==> src/rtl/riscv_ctrl_pkg.sv <==
// riscv_ctrl_pkg: shared state, opcode and ALU-control encodings for the multi-cycle RV64 control path.
package riscv_ctrl_pkg;
  typedef enum logic [3:0] {
    IDLE, FETCH, DECODE, MEM_ADDR, MEM_READ, MEM_WB, MEM_WRITE, EXECUTE, R_WB, BRANCH, ILLEGAL
  } state_e;
  localparam logic [6:0] OP_RTYPE  = 7'b0110011;
  localparam logic [6:0] OP_LOAD   = 7'b0000011;
  localparam logic [6:0] OP_STORE  = 7'b0100011;
  localparam logic [6:0] OP_BRANCH = 7'b1100011;
  localparam logic [1:0] ALUOP_ADD   = 2'b00;
  localparam logic [1:0] ALUOP_SUB   = 2'b01;
  localparam logic [1:0] ALUOP_FUNCT = 2'b10;
  localparam logic [1:0] SRCB_REG  = 2'b00;
  localparam logic [1:0] SRCB_FOUR = 2'b01;
  localparam logic [1:0] SRCB_IMM  = 2'b10;
  localparam logic [1:0] SRCB_BOFF = 2'b11;
  function automatic logic is_mem_state(input state_e s);
    return s inside {FETCH, MEM_READ, MEM_WRITE};
  endfunction
endpackage

==> src/rtl/mem_wait_timer.sv <==
// mem_wait_timer: counts mem_ready=0 cycles in a memory state and flags a timeout on the last allowed cycle.
module mem_wait_timer #(
  parameter int MEM_TIMEOUT = 16
) (
  input  logic clk,
  input  logic rst_n,
  input  logic clear,
  input  logic active,
  input  logic mem_ready,
  output logic timeout
);
  localparam int W = MEM_TIMEOUT > 2 ? $clog2(MEM_TIMEOUT) : 1;
  logic [W-1:0] cnt_q, cnt_d;
  assign cnt_d = clear ? '0 : (active && !mem_ready) ? cnt_q + 1'b1 : cnt_q;
  always_ff @(posedge clk or negedge rst_n)
    if (!rst_n) cnt_q <= '0;
    else cnt_q <= cnt_d;
  // a same-cycle mem_ready completes normally instead of faulting
  assign timeout = (MEM_TIMEOUT != 0) && active && !mem_ready && (cnt_q == W'(MEM_TIMEOUT - 1));
endmodule

==> src/rtl/multi_cycle_control.sv <==
// multi_cycle_control: main control FSM of the multi-cycle RV64 datapath with retire counter and memory timeout.
module multi_cycle_control
  import riscv_ctrl_pkg::*;
#(
  parameter int CNT_W       = 32,
  parameter int MEM_TIMEOUT = 16
) (
  input  logic             clk,
  input  logic             rst_n,
  input  logic             run,
  input  logic [6:0]       opcode,
  input  logic             mem_ready,
  output logic             pc_write,
  output logic             pc_write_cond,
  output logic             pc_source,
  output logic             i_or_d,
  output logic             mem_read,
  output logic             mem_write,
  output logic             ir_write,
  output logic             mem_to_reg,
  output logic             reg_write,
  output logic             alu_src_a,
  output logic [1:0]       alu_src_b,
  output logic [1:0]       alu_op,
  output logic             illegal_instr,
  output logic             mem_fault,
  output logic             instr_done,
  output logic [CNT_W-1:0] retired
);
  state_e state_q, state_d, boundary;
  logic [CNT_W-1:0] retired_q, retired_d;
  logic timeout;
  mem_wait_timer #(.MEM_TIMEOUT(MEM_TIMEOUT)) u_timer (
    .clk      (clk),
    .rst_n    (rst_n),
    .clear    (state_d != state_q),
    .active   (is_mem_state(state_q)),
    .mem_ready(mem_ready),
    .timeout  (timeout)
  );
  assign boundary = run ? FETCH : IDLE;
  always_comb begin
    state_d = state_q;
    case (state_q)
      IDLE:      state_d = run ? FETCH : IDLE;
      FETCH:     state_d = timeout ? IDLE : mem_ready ? DECODE : FETCH;
      DECODE:    state_d = opcode == OP_RTYPE ? EXECUTE :
                           (opcode == OP_LOAD || opcode == OP_STORE) ? MEM_ADDR :
                           opcode == OP_BRANCH ? BRANCH : ILLEGAL;
      MEM_ADDR:  state_d = opcode == OP_LOAD ? MEM_READ : MEM_WRITE;
      MEM_READ:  state_d = timeout ? IDLE : mem_ready ? MEM_WB : MEM_READ;
      MEM_WRITE: state_d = timeout ? IDLE : mem_ready ? boundary : MEM_WRITE;
      EXECUTE:   state_d = R_WB;
      MEM_WB, R_WB, BRANCH, ILLEGAL: state_d = boundary;
      default:   state_d = IDLE;
    endcase
  end
  assign retired_d = retired_q + CNT_W'(instr_done);
  always_ff @(posedge clk or negedge rst_n)
    if (!rst_n) begin
      state_q   <= IDLE;
      retired_q <= '0;
    end else begin
      state_q   <= state_d;
      retired_q <= retired_d;
    end
  assign pc_write      = state_q == FETCH && mem_ready;
  assign ir_write      = state_q == FETCH && mem_ready;
  assign pc_write_cond = state_q == BRANCH;
  assign pc_source     = state_q == BRANCH;
  assign i_or_d        = state_q inside {MEM_READ, MEM_WRITE};
  assign mem_read      = state_q inside {FETCH, MEM_READ};
  assign mem_write     = state_q == MEM_WRITE;
  assign mem_to_reg    = state_q == MEM_WB;
  assign reg_write     = state_q inside {MEM_WB, R_WB};
  assign alu_src_a     = state_q inside {MEM_ADDR, EXECUTE, BRANCH};
  assign alu_src_b     = state_q == FETCH ? SRCB_FOUR : state_q == DECODE ? SRCB_BOFF :
                         state_q == MEM_ADDR ? SRCB_IMM : SRCB_REG;
  assign alu_op        = state_q == EXECUTE ? ALUOP_FUNCT : state_q == BRANCH ? ALUOP_SUB : ALUOP_ADD;
  assign illegal_instr = state_q == ILLEGAL;
  assign mem_fault     = timeout;
  assign instr_done    = state_q inside {MEM_WB, R_WB, BRANCH} || (state_q == MEM_WRITE && mem_ready);
  assign retired       = retired_q;
endmodule

==> config.mk <==
export PLATFORM = sky130hd
export DESIGN_NAME = multi_cycle_control
export DESIGN_NICKNAME = d
export VERILOG_FILES = /design/src/rtl/riscv_ctrl_pkg.sv /design/src/rtl/mem_wait_timer.sv /design/src/rtl/multi_cycle_control.sv
export SDC_FILE = /design/constraint.sdc
export NUM_CORES = 1
export LEC_CHECK = 0
export CAP_MARGIN = 40
export CORE_MARGIN = 1
export CORE_UTILIZATION = 50
export CTS_BUF_LIST = sky130_fd_sc_hd__clkbuf_8
export DETAILED_ROUTE_END_ITERATION = 10
export GPL_TIMING_DRIVEN = 0
export PLACE_DENSITY = 0.83
export SLEW_MARGIN = 5
export SYNTH_ARGS = -nofsm -noshare
export SYNTH_HDL_FRONTEND = slang
export SYNTH_SLANG_ARGS = --single-unit
==> constraint.sdc <==
create_clock -name clk -period 3.5 [get_ports clk]
set_clock_uncertainty 0.2 [all_clocks]
set_input_delay 0.35 -clock clk [delete_from_list [all_inputs] [get_ports clk]]
set_output_delay 0.35 -clock clk [all_outputs]
set_load 0.005 [all_outputs]
-- After elaboration in Yosys (flattened, before gate mapping)
Index checks and enable logic that the tools add are counted.
Widths: inputs -> output; s select.
- register bits: 40
- input bits: 11
- latch bits: 0
- bits in writable memories: 0
- word-level logic and storage cells: 56
- bits in read-only memories: 0
- memories: 0
- reductions and logical operators: 16
- equal/unequal tests: 16
- $add $sub $neg: 2
- mux-type cells: 19
- multiply operators: 0
- shifts and indexed selects: 0
- magnitude comparators: 0
- bitwise operators: 0
- div/mod/pow operators: 0
- operators with widths (operator ; count):
    $add 32x1->32 ; 1
    $pmux 4 s7 ; 1
    $eq 4x3->1 const B ; 4
    $eq 4x4->1 const B ; 4
    $mux 2 ; 8
    $mux 4 ; 4
    $eq 7x6->1 const B ; 2
    $mux 3 ; 3
    $reduce_bool 3->1 ; 3
    $eq 4x2->1 const B ; 2
    $reduce_bool 2->1 ; 4
    $eq 7x2->1 const B ; 1
    $eq 7x7->1 const B ; 1
    $reduce_or 5->1 ; 1
    $add 4x1->4 const B ; 1
    $eq 4x1->1 const B ; 1
    $logic_and 1x1->1 ; 4
    $logic_not 4->1 ; 1
    $ne 4x4->1 ; 1
    $mux 1 ; 3
    $logic_or 1x1->1 ; 2
    $logic_not 1->1 ; 1

-- Depth between registers and ports, before layout
- depth in word-level cells: 8
- gate-level depth with buffers: 12
- depth with buffers taken out: 11

-- By module
A second synthesis with hierarchy kept.
- cell total of the unflattened synthesis: 221
- area total of the unflattened synthesis: 2182.1 um2
- by module, submodules not included (module ; area an instance (um2) ; cells an instance ; times used ; seq. area each (um2)):
    multi_cycle_control ; 1971.9 ; 203 ; 1 ; 900.9
    mem_wait_timer ; 210.2 ; 18 ; 1 ; 100.1

-- Least setup slack after synthesis
Ideal clock, no wire load.
- kind: register to register
- from: reg state_q[0]
- to: reg retired_q[30] (netlist: retired[30])
- stages on the path, launching flop included: 13
- clock period less this slack: 2658 ps
- data required time: 3177 ps
- arrival: 2335 ps
- slack: 842 ps
- cells stage by stage: dfrtp_1 buf_4 clkbuf_1 nand2_1 a21oi_1 a21o_1 ha_1 ha_1 nand3_1 nor2_1 and4_1 nand4_1 xnor2_1
- word-level cells in the longest chain between the ends: 4
- ends and longest elaborated chain (element ; RTL line ; source):
    start: declaration ; multi_cycle_control.sv:30 ; state_e state_q, state_d, boundary;
    start signal: assignment ; multi_cycle_control.sv:64 ; state_q <= state_d;
    $eq 4x3->1 or $eq 4x4->1 (tied branches) ; multi_cycle_control.sv:82 ; assign instr_done = state_q inside {MEM_WB, R_WB, BRANCH} || (state_q == MEM_WRITE && mem_ready);
    $reduce_bool 3->1 or $logic_and 1x1->1 (tied branches) ; multi_cycle_control.sv:82 ;
    $logic_or 1x1->1 * ; multi_cycle_control.sv:82 ;
    named net instr_done ; multi_cycle_control.sv:27 ; output logic instr_done,
    $add 32x1->32 * ; multi_cycle_control.sv:58 ; assign retired_d = retired_q + CNT_W'(instr_done);
    named net retired_d[30] ; multi_cycle_control.sv:31 ; logic [CNT_W-1:0] retired_q, retired_d;
    end signal: assignment ; multi_cycle_control.sv:65 ; retired_q <= retired_d;
    end: declaration ; multi_cycle_control.sv:31 ;
The timed path passes the listed nets; every way through them passes the cells marked *.
A chain may end at the register's enable or synchronous reset.

-- Worst setup path in the final report
- from: reg state_q[0]
- to: reg retired_q[30] (netlist: retired[30])
- word-level cells in the longest chain between the ends: 4
- ends and longest elaborated chain (element ; RTL line):
    $eq 4x3->1 or $eq 4x4->1 (tied branches) ; multi_cycle_control.sv:82
    $reduce_bool 3->1 or $logic_and 1x1->1 (tied branches) ; multi_cycle_control.sv:82
    $logic_or 1x1->1 * ; multi_cycle_control.sv:82
    $add 32x1->32 * ; multi_cycle_control.sv:58
    named net retired_d[30] ; multi_cycle_control.sv:31
Marks and branches as above.

==> results.json <==
{
  "cts_resized": 0,
  "drt-pass1-iter-count": 4,
  "grt_overflow_total": 0,
  "place.gp.congestion": 0.872,
  "synth_top_area_cell": "dfrtp_1",
  "yosys-top-cells-area": "dfrtp_1 (46%), xnor2_1 (8.9%), xor2_1 (4.4%), nand2_1 (3.8%), nor2_1 (3.3%)",
  "drv_cap": 0,
  "ant_nets": 0,
  "htree_levels": 2,
  "via_per_inst": 5.51,
  "outcome": "finished clean",
  "initial_utilization_pct": 53.2,
  "worstPathArrival_ns": 3.06,
  "fin_tns_setup_ns": 0,
  "clock-root-buffer": "clkbuf_8",
  "avgSynthCellArea_um2": 9.89,
  "die_area_mm2": 0.00462,
  "synth_xor_area_share_pct": 13.3,
  "num_vias": 1863,
  "die_w_um": 68.0,
  "fp.dieH_um": 68.0,
  "antenna_found_initial": 0,
  "cts_hold_buf": 1,
  "portBuffers": 59,
  "place_ws_ns": 0.397,
  "core_area_mm2": 0.00409,
  "mostFrequentLayoutCell": "clkdlybuf4s50_1",
  "p_int_mw": 1.01,
  "clkLatencyLatePin_ns": 0.29,
  "period_needed_ns": 3.09,
  "synth_top_area_share_pct": 46.0,
  "drt_wl_total_mm": 4.85,
  "syn_area_mm2": 0.00218,
  "drcViolationCount": 0,
  "synth_ff_type": "dfrtp_1",
  "grt_pass1_vias": 1720,
  "drt_iter0_markers": 100,
  "synth_fp_nets": 234,
  "finalMaxSlewViolations": 0,
  "grt_pass1_wl_mm": 7.90,
  "cp-start-kind": "register",
  "yosys.area_share.simple_pct": 25.3,
  "synth_seq_cells": 40,
  "muxShareOfSynthArea_pct": 0.920,
  "rsz0062_at_grt": "false",
  "syn2layout_area_growth_pct": 34.7,
  "yosysSeqAreaShare_pct": 46.0,
  "layout-drive-gt1-share_pct": 5.56,
  "numCtsBuffers": 5,
  "track_usage_pct": 22.9,
  "dpl.hpwl_mm": 3.59,
  "sequentialPowerShare_pct": 36.7,
  "power.density_mw_per_mm2": 532,
  "crit_type": "reg -> reg",
  "worst_pin_slew_ns": 0.522,
  "sw_frac_of_total_pct": 35.1,
  "synth-adder-area-share_pct": 1.73,
  "fin_crit_sh_pct": 88.3,
  "nets": 302,
  "synth_cells": 220,
  "ys_types": 49,
  "crit_required_ns": 3.48,
  "power.leakage_nw": 1.29,
  "routedWlPerCell_um": 14.3,
  "final_cell_mix": "clkdlybuf4s50_1 (58), dfrtp_1 (40), nand2_1 (22), xnor2_1 (22), nor2_1 (19)",
  "synth-edff-count": 0,
  "final.fill_count": 324,
  "io_pins": 60,
  "clock_path_buffers": 2,
  "synth_warnings": 0,
  "grt_max_degree": 36,
  "diodes": 0,
  "clk_pin_slew_ns": 0.07,
  "post_cts_buffers": 0,
  "rows": 23,
  "max_freq_mhz": 324,
  "power.switching_mw": 0.547,
  "hold_viol": 0,
  "cts_tree": "done",
  "hp-class": "in -> async",
  "max-vdd-ir-drop_uv": 388,
  "synth_compound_area_share_pct": 9.49,
  "finalSetupViolations": 0,
  "clock_power_share_pct": 18.1,
  "postSynth.asyncResetShare_pct": 100,
  "endpoint_kind": "register",
  "cp_max_fo": 10,
  "reg2reg_slack_ns": 0.41,
  "clkSinkCount": 40,
  "layout_setup_ws_ns": 0.411,
  "p_comb_share_pct": 45.3,
  "max-slew-margin-rel_pct": 64.7,
  "synth_top_family_by_area": "simple AND/OR/NAND/NOR gates"
}
-- final timing paths --
check / from / cells after the start / endpoint
min: rst_n / 2 / retired[26]$_DFF_PN0_
min reg2reg: retired[13]$_DFF_PN0_ / 1 / retired[13]$_DFF_PN0_
min in group clk: retired[13]$_DFF_PN0_ / 1 / retired[13]$_DFF_PN0_
max: state_q[0]$_DFF_PN0_ / 12 / retired[30]$_DFF_PN0_
max in group asynchronous: rst_n / 3 / state_q[2]$_DFF_PN0_
max reg2reg: state_q[0]$_DFF_PN0_ / 12 / retired[30]$_DFF_PN0_
-- stage by stage --
stage | hold slack, ns | total power [mW] | utilization [%] | std cells | cell area [um^2]
after floorplan | -0.146 | 0.978 | - | 220 | 2180
after global placement | 0.259 | 1.26 | 69.2 | 329 | 2830
after detailed placement | -0.0118 | 1.28 | 69.6 | 330 | 2840
after CTS | 0.214 | 1.56 | 71.7 | 338 | 2930
after global routing | 0.224 | 1.66 | 71.7 | 338 | 2930
final | 0.216 | 1.56 | 71.7 | 338 | 2930
-- sequential cells by signal (all words and copies together), names as in the netlist --
| register | cells |
|---|---|
| u_timer.cnt_q | 4 |
| state_q | 4 |
| retired | 32 |
-- logic make-up (layout without fill, tap and decap cells) --
group | count (synthesis) | count (layout)
and+or+nand+nor | 102 | 102
DFF | 40 | 40
xor gates and xnor gates | 33 | 33
AOI/OAI and AO/OA | 26 | 26
buffers and inverters | 14 | 82
adders and majority gates | 3 | 3
muxes | 2 | 2
-- layer usage --
layer | vias to the layer above | routed length, um | global-route usage (%)
met5 | - | 0 | 0
met4 | 0 | 88 | 8.85
met3 | 10 | 232 | 4.50
met2 | 57 | 2300 | 34.3
met1 | 884 | 2230 | 32.4
li1 | 912 | - | -
-- synth_stat cells, drive strengths merged (2+ instances only) --
master / n
nor2b: 3
nor2: 19
dfrtp: 40
nand3: 13
nand2b: 5
mux2i: 2
nor3: 5
ha: 3
nand2: 22
clkbuf: 2
o31ai: 2
or3: 2
xor2: 11
a211o: 2
o21ai: 2
inv: 7
nand4: 6
nand4b: 2
and2: 5
and4: 4
a21oi: 2
o211ai: 2
xnor2: 22
a211oi: 7
and3: 6
buf: 5
-- power by group through the flow --
stage	clock network (mW)	logic (mW)	registers [mW]
floorplan	0	0.405	0.573
global placement	0	0.685	0.579
detailed placement	0	0.699	0.580
CTS	0.288	0.704	0.572
global route	0.307	0.767	0.581
finish	0.282	0.706	0.572
-- critical path, cell delays in order, from the launching register on --
cell and delay (ns):
dfrtp_1 0.35, buf_4 0.16, clkbuf_1 0.36, nand2_1 0.13
a21oi_1 0.17, a21o_1 0.12, ha_1 0.19, ha_1 0.22
nand3_1 0.13, nor2_1 0.34, and4_1 0.34, nand4_1 0.13
xnor2_1 0.14
-- layout make-up --
type	instances	area (um^2)	area share [%]
multi-input combinational	166	1100	37.6
sequential	40	1000	34.1
timing repair buffer	61	616	21.0
clock buffer	5	68.8	2.35
tap	50	62.6	2.13
buffer	7	45.0	1.54
inverter	7	26.3	0.896
clock inverter	2	8.76	0.299
Note: power is estimated with default switching activity, not from simulation.
